File: config.mk
export PLATFORM = sky130hd
export DESIGN_NAME = stopwatch_ctrl
export DESIGN_NICKNAME = d
export VERILOG_FILES = /design/src/rtl/stopwatch_ctrl.sv
export SDC_FILE = /design/constraint.sdc
export NUM_CORES = 1
export LEC_CHECK = 0
export CAP_MARGIN = 20
export CELL_PAD_IN_SITES_DETAIL_PLACEMENT = 2
export CELL_PAD_IN_SITES_GLOBAL_PLACEMENT = 2
export CORE_AREA = 8 8 186 188
export DETAILED_ROUTE_END_ITERATION = 16
export DIE_AREA = 0 0 194 196
export PLACE_DENSITY = 0.82
export SLEW_MARGIN = 30
export SYNTH_ARGS = -nofsm -noshare
export SYNTH_HDL_FRONTEND = slang
export SYNTH_SLANG_ARGS = --single-unit
File: constraint.sdc
create_clock -name clk -period 3.25 [get_ports clk]
set_input_delay 0.325 -clock clk [delete_from_list [all_inputs] [get_ports clk]]
set_output_delay 0.325 -clock clk [all_outputs]
set_load 0.01 [all_outputs]
File: src/rtl/stopwatch_ctrl.sv
// stopwatch_ctrl: button conditioning, IDLE/RUN/PAUSED/LAP sequencing,
// tenths prescaler, seconds/tenths counters and lap display mux.
//
// Ports
//   clk             system clock, rising edge
//   rst_n           asynchronous active-low reset
//   btn_start_stop  raw push button, active-high, asynchronous
//   btn_lap         raw push button, active-high, asynchronous
//   btn_clear       raw push button, active-high, asynchronous
//   tick            one-cycle pulse per counted tenth
//   overflow        one-cycle pulse on SEC_MAX.9 -> 0.0 wrap
//   running         high in RUN or LAP
//   lap_active      high in LAP
//   state           IDLE=0, RUN=1, PAUSED=2, LAP=3
//   seconds         live seconds, 0..SEC_MAX
//   m_seconds       live tenths, 0..9
//   disp_seconds    displayed seconds (lap snapshot while in LAP)
//   disp_m_seconds  displayed tenths (lap snapshot while in LAP)

// Button conditioner: 2-FF synchronizer, stability timer, rising-edge command.
module stopwatch_btn #(
   parameter int DB_CYCLES = 500000
) (
   input  logic clk,
   input  logic rst_n,
   input  logic raw,
   output logic cmd
);
   localparam int CW = $clog2(DB_CYCLES + 1);

   logic          sync_1;
   logic          sync_2;
   logic          level;
   logic [CW-1:0] db_cnt;

   // db_cnt is a down-counter reloaded whenever the synchronized level agrees
   // with the accepted one; reaching zero while they disagree means the new
   // level has held for DB_CYCLES consecutive cycles.
   always_ff @(posedge clk or negedge rst_n) begin
      if (!rst_n) begin
         sync_1 <= 1'b0;
         sync_2 <= 1'b0;
         level  <= 1'b0;
         db_cnt <= CW'(DB_CYCLES - 1);
         cmd    <= 1'b0;
      end else begin
         sync_1 <= raw;
         sync_2 <= sync_1;
         cmd    <= 1'b0;
         if (sync_2 == level) begin
            db_cnt <= CW'(DB_CYCLES - 1);
         end else if (db_cnt == '0) begin
            level  <= sync_2;
            cmd    <= sync_2;
            db_cnt <= CW'(DB_CYCLES - 1);
         end else begin
            db_cnt <= db_cnt - 1'b1;
         end
      end
   end
endmodule

// state  | meaning
// IDLE   | cleared, not counting
// RUN    | counting, display shows live count
// PAUSED | count and prescaler frozen, clear allowed
// LAP    | counting, display shows frozen snapshot
module stopwatch_ctrl #(
   parameter int CLK_HZ    = 50000000,
   parameter int TICK_HZ   = 10,
   parameter int SEC_MAX   = 999,
   parameter int DB_CYCLES = 500000
) (
   input  logic        clk,
   input  logic        rst_n,
   input  logic        btn_start_stop,
   input  logic        btn_lap,
   input  logic        btn_clear,
   output logic        tick,
   output logic        overflow,
   output logic        running,
   output logic        lap_active,
   output logic [1:0]  state,
   output logic [31:0] seconds,
   output logic [31:0] m_seconds,
   output logic [31:0] disp_seconds,
   output logic [31:0] disp_m_seconds
);
   localparam int DIV = CLK_HZ / TICK_HZ;
   localparam int PW  = $clog2(DIV);

   typedef enum logic [1:0] {
      IDLE   = 2'd0,
      RUN    = 2'd1,
      PAUSED = 2'd2,
      LAP    = 2'd3
   } state_t;

   state_t        st;
   logic [PW-1:0] presc;
   logic [31:0]   snap_seconds;
   logic [31:0]   snap_m_seconds;
   logic          cmd_ss;
   logic          cmd_lap;
   logic          cmd_clr;
   logic          do_ss;
   logic          do_lap;
   logic          do_clr;
   logic          counting;

   stopwatch_btn #(.DB_CYCLES(DB_CYCLES)) u_btn_ss (
      .clk(clk), .rst_n(rst_n), .raw(btn_start_stop), .cmd(cmd_ss)
   );
   stopwatch_btn #(.DB_CYCLES(DB_CYCLES)) u_btn_lap (
      .clk(clk), .rst_n(rst_n), .raw(btn_lap), .cmd(cmd_lap)
   );
   stopwatch_btn #(.DB_CYCLES(DB_CYCLES)) u_btn_clr (
      .clk(clk), .rst_n(rst_n), .raw(btn_clear), .cmd(cmd_clr)
   );

   // Coincident commands: only the highest-priority one survives, even when
   // the current state would ignore it.
   assign do_clr = cmd_clr;
   assign do_ss  = cmd_ss & ~cmd_clr;
   assign do_lap = cmd_lap & ~cmd_ss & ~cmd_clr;

   assign counting = (st == RUN) || (st == LAP);

   always_ff @(posedge clk or negedge rst_n) begin
      if (!rst_n) begin
         st             <= IDLE;
         presc          <= '0;
         seconds        <= '0;
         m_seconds      <= '0;
         snap_seconds   <= '0;
         snap_m_seconds <= '0;
         tick           <= 1'b0;
         overflow       <= 1'b0;
      end else begin
         tick     <= 1'b0;
         overflow <= 1'b0;

         // A tick in the same cycle as a command is always counted; the
         // state change below only affects later cycles.
         if (counting) begin
            if (presc == PW'(DIV - 1)) begin
               presc <= '0;
               tick  <= 1'b1;
               if (m_seconds == 32'd9) begin
                  m_seconds <= '0;
                  if (seconds == 32'(SEC_MAX)) begin
                     seconds  <= '0;
                     overflow <= 1'b1;
                  end else begin
                     seconds <= seconds + 32'd1;
                  end
               end else begin
                  m_seconds <= m_seconds + 32'd1;
               end
            end else begin
               presc <= presc + 1'b1;
            end
         end

         case (st)
            IDLE: begin
               if (do_ss) st <= RUN;
            end
            RUN: begin
               if (do_ss) begin
                  st <= PAUSED;
               end else if (do_lap) begin
                  st             <= LAP;
                  snap_seconds   <= seconds;
                  snap_m_seconds <= m_seconds;
               end
            end
            LAP: begin
               if (do_ss) st <= PAUSED;
               else if (do_lap) st <= RUN;
            end
            PAUSED: begin
               if (do_ss) begin
                  st <= RUN;
               end else if (do_clr) begin
                  st        <= IDLE;
                  presc     <= '0;
                  seconds   <= '0;
                  m_seconds <= '0;
               end
            end
            default: st <= IDLE;
         endcase
      end
   end

   assign state          = st;
   assign running        = counting;
   assign lap_active     = (st == LAP);
   assign disp_seconds   = lap_active ? snap_seconds   : seconds;
   assign disp_m_seconds = lap_active ? snap_m_seconds : m_seconds;
endmodule

Word-level counts from Yosys, hierarchy flattened:

Index checks and enable logic that the tools add are counted.

* $add $sub $neg: 6
* equality and inequality tests: 13
* mux-type cells: 46
* bitwise operators: 9
* reductions and logical operators: 10

Operators with widths (number)
* $mux 32: 15
* $mux 23: 5
* $mux 19: 6
* $add 32x1->32 const B: 2
* $logic_not 19->1: 3
* $sub 19x1->19 const B: 3
* $eq 32x10->1 const B: 1
* $eq 32x4->1 const B: 1
* $add 23x1->23 const B: 1
* $eq 23x23->1 const B: 1
* $mux 2: 7
* $mux 1: 12
* $pmux 2 s4: 1
* $not 1->1: 6
* $reduce_and 2->1: 3
* $eq 2x2->1 const B: 2
* $reduce_and 4->1: 1
* $and 1x1->1: 3
* $eq 1x1->1: 3
* $ne 3x1->1 const B: 1
* $ne 3x2->1 const B: 1
* $ne 3x3->1 const B: 1
* $reduce_and 3->1: 1
* $eq 2x1->1 const B: 1
* 3 further kinds: 3

* bits in registers: 224
* output and inout bits: 134
* logic and storage cells: 107

Depth between registers and ports, before layout:

Gate-level depths: netlist (run 1).

* depth in word-level cells: 8
* depth in mapped cells: 10

Cells and area by module:

Synthesis (run 1) repeated with hierarchy kept, for this count alone.

* cell total of the unflattened synthesis: 1110
* area total of the unflattened synthesis: 11608.6 µm²

By module, submodules not included
* stopwatch_ctrl: instances 1, cells each 792, area each 8189.1 µm², sequential area each 3878.7 µm²
* stopwatch_btn: instances 3, cells each 106, area each 1139.8 µm², sequential area each 589.3 µm²

Worst setup path before layout (run 1):

OpenSTA, ideal clock, no wires.

* kind: register to register
* start point: register presc[0]
* end point: register m_seconds[24]
* library setup time: 77 ps
* arrival: 2381 ps
* data required time: 3173 ps
* setup slack: 791 ps
* stages on the path, launching flop included: 9
* buffers on the path: 1
* period minus slack after synthesis: 2459 ps
* path through: dfrtp_1 -> ha_1 -> or4b_1 -> nor2_1 -> nand3_1 -> or4b_4 -> buf_6 -> or3_1 -> a21oi_1

* cells in the longest elaborated chain, start to end: 6

RTL lines
* start: declaration: line 100 `logic [PW-1:0] presc;`
* start signal: assignment: line 161 `presc <= presc + 1'b1;`
* $eq 23x23->1 (*): line 146 `if (presc == PW'(DIV - 1)) begin`
* $mux 32 (*): line 146
* $mux 32 (*): line 145 `if (counting) begin`
* $mux 32: line 185 `end else if (do_clr) begin`
* $mux 32: line 183 `if (do_ss) begin`
* $mux 32 (*): line 165 `case (st)`
* end signal: assignment: line 158 `m_seconds <= m_seconds + 32'd1;`
* end: declaration: line 85 `output logic [31:0] m_seconds,`

Every way passes the cells marked *; elsewhere a longest branch is shown, timed or not.
A chain may end at the register's enable or synchronous reset.

Worst setup path after layout (run 1):

* start point: register st[0] (netlist: state[0])
* end point: output port disp_seconds[0]

* cells in the longest elaborated chain, start to end: 2

RTL lines
* start: declaration: line 99 `state_t st;`
* start signal: assignment: line 131 `st <= IDLE;`
* start signal: assignment: line 167 `if (do_ss) st <= RUN;`
* start signal: assignment: line 171 `st <= PAUSED;`
* $eq 2x2->1: line 199 `assign lap_active = (st == LAP);`
* $mux 32: line 200 `assign disp_seconds = lap_active ? snap_seconds : seconds;`
* end: declaration: line 86 `output logic [31:0] disp_seconds,`

Every way passes these cells.

==> results of run 1 <==
final timing paths:
kind / end / startpoint / slack [ns] / cells past startpoint
min in group asynchronous: snap_m_seconds[21] / rst_n / 0.42 / 2
max reg2reg: m_seconds[30] / presc[0] / 0.38 / 7
max: disp_seconds[0] / state[0] / 0.31 / 4
min reg2reg: u_btn_clr.sync_2 / u_btn_clr.sync_1 / 0.35 / 0
min: u_btn_lap.sync_1 / btn_lap / 0.23 / 1
max in group asynchronous: u_btn_lap.db_cnt[18] / rst_n / 2.00 / 3
cell type report:
class	instances	area [um2]
Sequential cell	224	5650
Tap cell	408	510
Clock buffer	43	818
Fill cell	3254	17900
Clock inverter	9	104
Timing Repair Buffer	165	1620
Inverter	20	75.1
Multi-Input combinational cell	783	5240
metrics by stage:
step	util (%)	cell area (um2)	power (uW)	cells	setup WS, ns
6_report	43.9	14000	6030	1652	0.311
5_1_grt	43.9	14000	6240	1652	0.119
4_1_cts	43.9	14000	6140	1652	0.242
3_5_place_dp	41.0	13100	2990	1599	0.423
3_3_place_gp	41.0	13100	2980	1599	0.519
2_1_floorplan	-	11200	2900	1083	0.791
cells by family (layout without fill, tap and decap cells):
| kind of cell | count (synthesis) | count (layout) | synth area share, % |
|---|---|---|---|
| fa+ha+maj | 7 | 7 | 0.784 |
| mux | 122 | 122 | 12.2 |
| compound gates | 74 | 74 | 3.81 |
| xor+xnor | 101 | 101 | 7.92 |
| buf+inv | 76 | 237 | 2.79 |
| simple gates | 479 | 479 | 21.9 |
| flops | 224 | 224 | 50.5 |
placed cells by master, fill, tap and decap left out, types with 34 or more instances in the layout:
master | netlist | routed
nand3_1 | 56 | 55
xnor2_1 | 54 | 54
dfrtp_1 | 191 | 191
nor4_1 | 34 | 34
nand4_1 | 34 | 34
nor2_1 | 127 | 127
mux2_2 | 117 | 117
xor2_1 | 47 | 47
clkdlybuf4s50_1 | 0 | 137
nand2_1 | 107 | 106
o21ai_0 | 35 | 35
cell usage after synthesis, types with 3 or more instances:
cell type  count  area share (%)
and3_1         7            0.39
nor3_1        28             1.3
o21ai_0       35             1.6
o41ai_1        3            0.24
nand3b_1       3            0.20
a21oi_1       19            0.85
nand3_1       56             2.5
nor3b_1        3            0.20
and4_1         9            0.71
xnor2_1       54             4.2
or3b_1         4            0.31
xor2_1        47             3.7
and2_1         9            0.50
nor2_1       127             4.3
buf_1          3            0.10
or3_1         18             1.0
mux2i_1        5            0.45
nand2_1      107             3.6
mux2_2       117              12
o211ai_1       3            0.20
dfstp_2       33             7.8
or4_1         12            0.81
inv_1         19            0.64
or4b_4         3            0.37
ha_1           7            0.78
dfrtp_1      191              43
nand4_1       34             1.9
nor4b_1        3            0.24
nor4_1        34             1.9
or2_2          4            0.22
buf_2          9            0.40
clkbuf_1      41             1.4
o31ai_1        4            0.27
nor2b_1        3            0.17
where the power goes:
group / internal [uW] / switching [uW]
Combinational: 25.6 / 82.2
Sequential: 2810 / 12.2
Clock: 1890 / 1210
routing by layer:
layer / up-vias / track usage, % / part of all wire, %
met4: 0 / 4.36 / 2.0
met1: 4602 / 22.3 / 43
li1: 4070 / - / -
met2: 155 / 33.3 / 52
met3: 55 / 3.12 / 3.8
met5: - / 0 / 0
flip-flops by register name, indices dropped and copies added (netlist names), 2 cells and up:
register / count
u_btn_lap.db_cnt: 19
snap_m_seconds: 32
m_seconds: 32
u_btn_ss.db_cnt: 19
snap_seconds: 32
u_btn_clr.db_cnt: 19
seconds: 32
presc: 23
state: 2
worst reg2reg max path, cell delays in order (launching register included):
cell and delay, ns:
dfrtp_1 0.41, ha_1 0.21, or4b_1 0.49, nor2_1 0.24
nand3_1 0.21, or4b_4 0.66, or4_1 0.43, a21oi_1 0.15
==> out/metrics.csv, run 1 <==
stage,metric,value,unit
run_status,status,completed,
worst_setup_path,crit_path_start_kind,flip-flop,
timing,fin_crit,2.94,ns
timing,slew_viol_final,0,
timing,fin_skew,0.0145,ns
layout,n_antenna_cell,0,
power,p_leak,0.00602,uW
timing,tightest_slew,0.780,ns
clock_tree,cts_tree,built,
logic_synthesis,ys_ff_latch,224,
worst_setup_path,crit_fanout,20,
timing,fmax,0.340,GHz
placement,port_buffers,138,
timing,post-route-period-util,90.4,%
logic_synthesis,synth_edf_count,0,
floorplan,dieArea,0.0380,mm2
clock_tree,clock_latency,0.54,ns
timing,finalHoldViolations,0,
worst_setup_path,crit_chain,nand2_2 -> buf_4 -> mux2_2 -> clkdlybuf4s50_1,
global_routing,grt_usage,18.3,%
timing,relSlewSlack,48.0,%
worst_setup_path,path_buf_inv,2,
route,drcViolationCount,0,
clock_tree,cts_root_buf,clkbuf_16,
logic_synthesis,yosysSeqAreaShare,50.5,%
logic_synthesis,synthFlopType,dfrtp_1,
logic_synthesis,ys_types,57,
floorplan,start_util,35.0,%
clock_tree,cts.path.max_buffers,3,
clock_tree,path_clk_slew,0.06,ns
route,routed_via_density,5.38,
clock_tree,post_cts_resized,0,
floorplan,std_cell_rows,66,
job,cap_violations,0,
logic_synthesis,netlist_instances,1083,
logic_synthesis,avgSynthCellArea,10.3,um2
timing,tns,0,ns
route,wl,34.6,mm
logic_synthesis,netlist_area,0.0112,mm2
timing,setup_viol,0,
logic_synthesis,synthArstFlopShare,100,%
global_routing,antenna_found_initial,0,
timing,hold_slack,0.233,ns
worst_setup_path,cp_top_family,buffers and inverters,
clock_tree,cts_setup_buffers,0,
layout,syn2layout_area_growth,25.4,%
floorplan,die_x,194,um
layout,nets,1234,
worst_setup_path,cp_slowest_cell,dfrtp_1,
floorplan,dieHeight,196,um
min_path,hold_class,input port to flip-flop,
clock_tree,numClockSinks,224,
route,ant_nets,0,
route,route.vias.total,8882,
floorplan,io_pins,139,
worst_setup_path,criticalPathCategory,flip-flop to output port,
placement,dp_hpwl,24.3,mm
worst_setup_path,cp_slowest_stage_delay,0.58,ns
route,routedWlPerCell,21.0,um
worst_setup_path,endpoint_kind,output port,
power,vdd_drop_max,0.000341,V
worst_setup_path,worstPathRequired,2.92,ns
global_routing,grt_overflow,0,
logic_synthesis,yosys_warnings,0,
global_routing,grt_max_degree,93,
clock_tree,cts-buffers-inserted,28,
clock_tree,cts-hold-fix-buffers,1,
floorplan,core,0.0319,mm2
logic_synthesis,synth_fp_nets,1095,
timing,rsz0062_at_grt,no,
power,power_density,431,mW/mm2
route,drt_iter0_markers,391,
global_routing,grt_pass1_vias,10354,
clock_tree,htree_levels,1,
route,dr.pass1.iters,4,
worst_setup_path,cp_data_arrival_time,2.61,ns
layout,layout-drive-gt1-share,19.0,%
global_routing,grt_pass1_wl,58.1,mm
placement,gp_routability_congestion,0.801,
No activity file was read; power rests on OpenSTA's default activity.
==> run 2, diff against run 1 <==
CORE_AREA = 8 8 179 181   (was 8 8 186 188)
DIE_AREA = 0 0 187 189   (was 0 0 194 196)
PLACE_DENSITY = 0.88   (was 0.82)
clock period = 3.4 ns   (was 3.25 ns; I/O delays follow)
==> out/metrics.csv, run 2 (same netlist as run 1, synthesis figures left out) <==
stage,metric,value,unit
layout,layout-drive-gt1-share,18.4,%
power,vdd_drop_max,0.000368,V
worst_setup_path,ff2ff_path_depth,7,
layout,final_cell_area,0.0139,mm2
timing,post-route-period-util,92.2,%
floorplan,std_cell_rows,63,
clock_tree,cts-buffers-inserted,26,
placement,pre_cts_ws,0.585,ns
worst_setup_path,r2r-end,m_seconds[30],
route,drt_iter0_markers,420,
floorplan,start_util,38.2,%
floorplan,dieHeight,189,um
layout,multi_input_area,0.00524,mm2
clock_tree,cts_tree,built,
layout,regArea,0.00565,mm2
layout,utilization,47.4,%
clock_tree,htree_levels,1,
clock_tree,clock_latency,0.54,ns
worst_setup_path,crit_path_start,state[0],
placement,postPlaceCellArea,0.0130,mm2
power,power_density,405,mW/mm2
route,routedWlPerCell,23.5,um
global_routing,antenna_found_initial,1,
route,routed_via_density,5.63,
worst_setup_path,criticalPathCategory,flip-flop to output port,
global_routing,grt.met1_usage,25.3,%
route,route.vias.total,9132,
timing,tns,0,ns
placement,gp_routability_congestion,0.783,
timing,worst_slack,0.265,ns
clock_tree,cts_root_buf,clkbuf_16,
timing,relSlewSlack,40.0,%
floorplan,dieArea,0.0353,mm2
timing,setup_viol,0,
worst_setup_path,crit_path_end,disp_m_seconds[29],
route,drcViolationCount,0,
floorplan,io_pins,139,
power,p_leak,0.00596,uW
layout,n_antenna_cell,0,
layout,layout_commonest_cell,dfrtp_1,
global_routing,grt_max_degree,101,
global_routing,busiest_layer,met2,
global_routing,grt_usage,21.3,%
global_routing,use_met2,39.2,%
clock_tree,cts.path.max_buffers,3,
job,cap_violations,0,
worst_setup_path,cp_data_arrival_time,2.79,ns
layout,final_cell_mix,"dfrtp_1, clkdlybuf4s50_1, nor2_1",
timing,tightest_slew,0.898,ns
clock_tree,path_clk_slew,0.07,ns
run_status,status,completed,
worst_setup_path,timing.rr.start,presc[0],
worst_setup_path,rrSetupSlack,0.38,ns
global_routing,grt_pass1_vias,10448,
floorplan,die_x,187,um
timing,slew_viol_final,0,
route,wl,38.1,mm
timing,fin_skew,0.0123,ns
clock_tree,post_cts_resized,0,
placement,port_buffers,138,
global_routing,grt_overflow,0,
worst_setup_path,endpoint_kind,output port,
min_path,hold_class,input port to flip-flop,
placement,dp_hpwl,25.4,mm
global_routing,grt_pass1_wl,61.5,mm
clock_tree,numClockSinks,224,
worst_setup_path,worstPathRequired,3.06,ns
layout,nets,1225,
layout,num-fill-cells,2971,
timing,fmax,0.319,GHz
floorplan,core,0.0292,mm2
worst_setup_path,crit_fanout,20,
worst_setup_path,crit_path_start_kind,flip-flop,
timing,fin_crit,3.13,ns
layout,syn2layout_area_growth,24.0,%
route,ant_nets,0,
timing,finalHoldViolations,0,
timing,rsz0062_at_grt,no,
global_routing,grt_use_met3,2.87,%
route,dr.pass1.iters,4,
-- run 2: cell count changes in the layout (fill, tap and decap cells not counted), sizes merged --
cell      before  now
clkbuf        43   40
clkinv         5    6
bufinv         2    1
clkinvlp       2    0
buf           27   20
-- run 2: per-stage QoR --
stage / std cells / total power (uW) / hold WS (ns)
finish: 1622 / 5610 / 0.249
global route: 1622 / 5790 / 0.243
CTS: 1622 / 5680 / 0.231
detailed placement: 1574 / 2850 / 0.341
global placement: 1574 / 2840 / 0.336
floorplan: 1083 / 2770 / 0.0444
-- run 2: area by class of cell --
class / instances / share of cell area [%]
Inverter: 20 / 0.542
Multi-Input combinational cell: 783 / 37.8
Sequential cell: 224 / 40.8
Clock inverter: 7 / 0.433
Tap cell: 390 / 3.52
Clock buffer: 40 / 5.66
Timing Repair Buffer: 158 / 11.3
-- run 2: worst min path at each step --
stage | startpoint | to | slack (ns) | cells after the start
finish | btn_lap | u_btn_lap.sync_1 | 0.25 | 1
global route | btn_lap | u_btn_lap.sync_1 | 0.24 | 1
CTS | btn_lap | u_btn_lap.sync_1 | 0.23 | 1
detailed placement | u_btn_lap.sync_1 | u_btn_lap.sync_2 | 0.34 | 0
global placement | u_btn_lap.sync_1 | u_btn_lap.sync_2 | 0.34 | 0
floorplan | rst_n | m_seconds[0] | 0.04 | 0
-- run 2: repair_timing --
item	CTS	global route
hold buffers	1	0
hold endpoints to repair	89	0
setup endpoints to repair	0	0
buffers inserted	0	0
-- run 2: report_power, final --
part	switching, uW	internal, uW	total [uW]	leakage (uW)
combinational	77.6	22.0	99.5	0.00253
clock	1150	1650	2810	0.000422
sequential	12.0	2690	2700	0.00300
total	1240	4360	5610	0.00596
-- run 2: metal layers --
| metal | wire length, um | vias to the layer above |
|---|---|---|
| met2 | 20200 | 197 |
| met3 | 1250 | 71 |
| met5 | 11 | - |
| met4 | 926 | 2 |
| met1 | 15700 | 4804 |
| li1 | - | 4058 |
-- run 2: worst max-delay path, cell delays in order, from the launching register on --
cell and delay (ns):
dfrtp_1 0.64, nand2_2 0.15, buf_4 0.25, inv_1 0.35, nand2_1 0.15, o21ai_0 0.12, clkdlybuf4s50_1 0.58
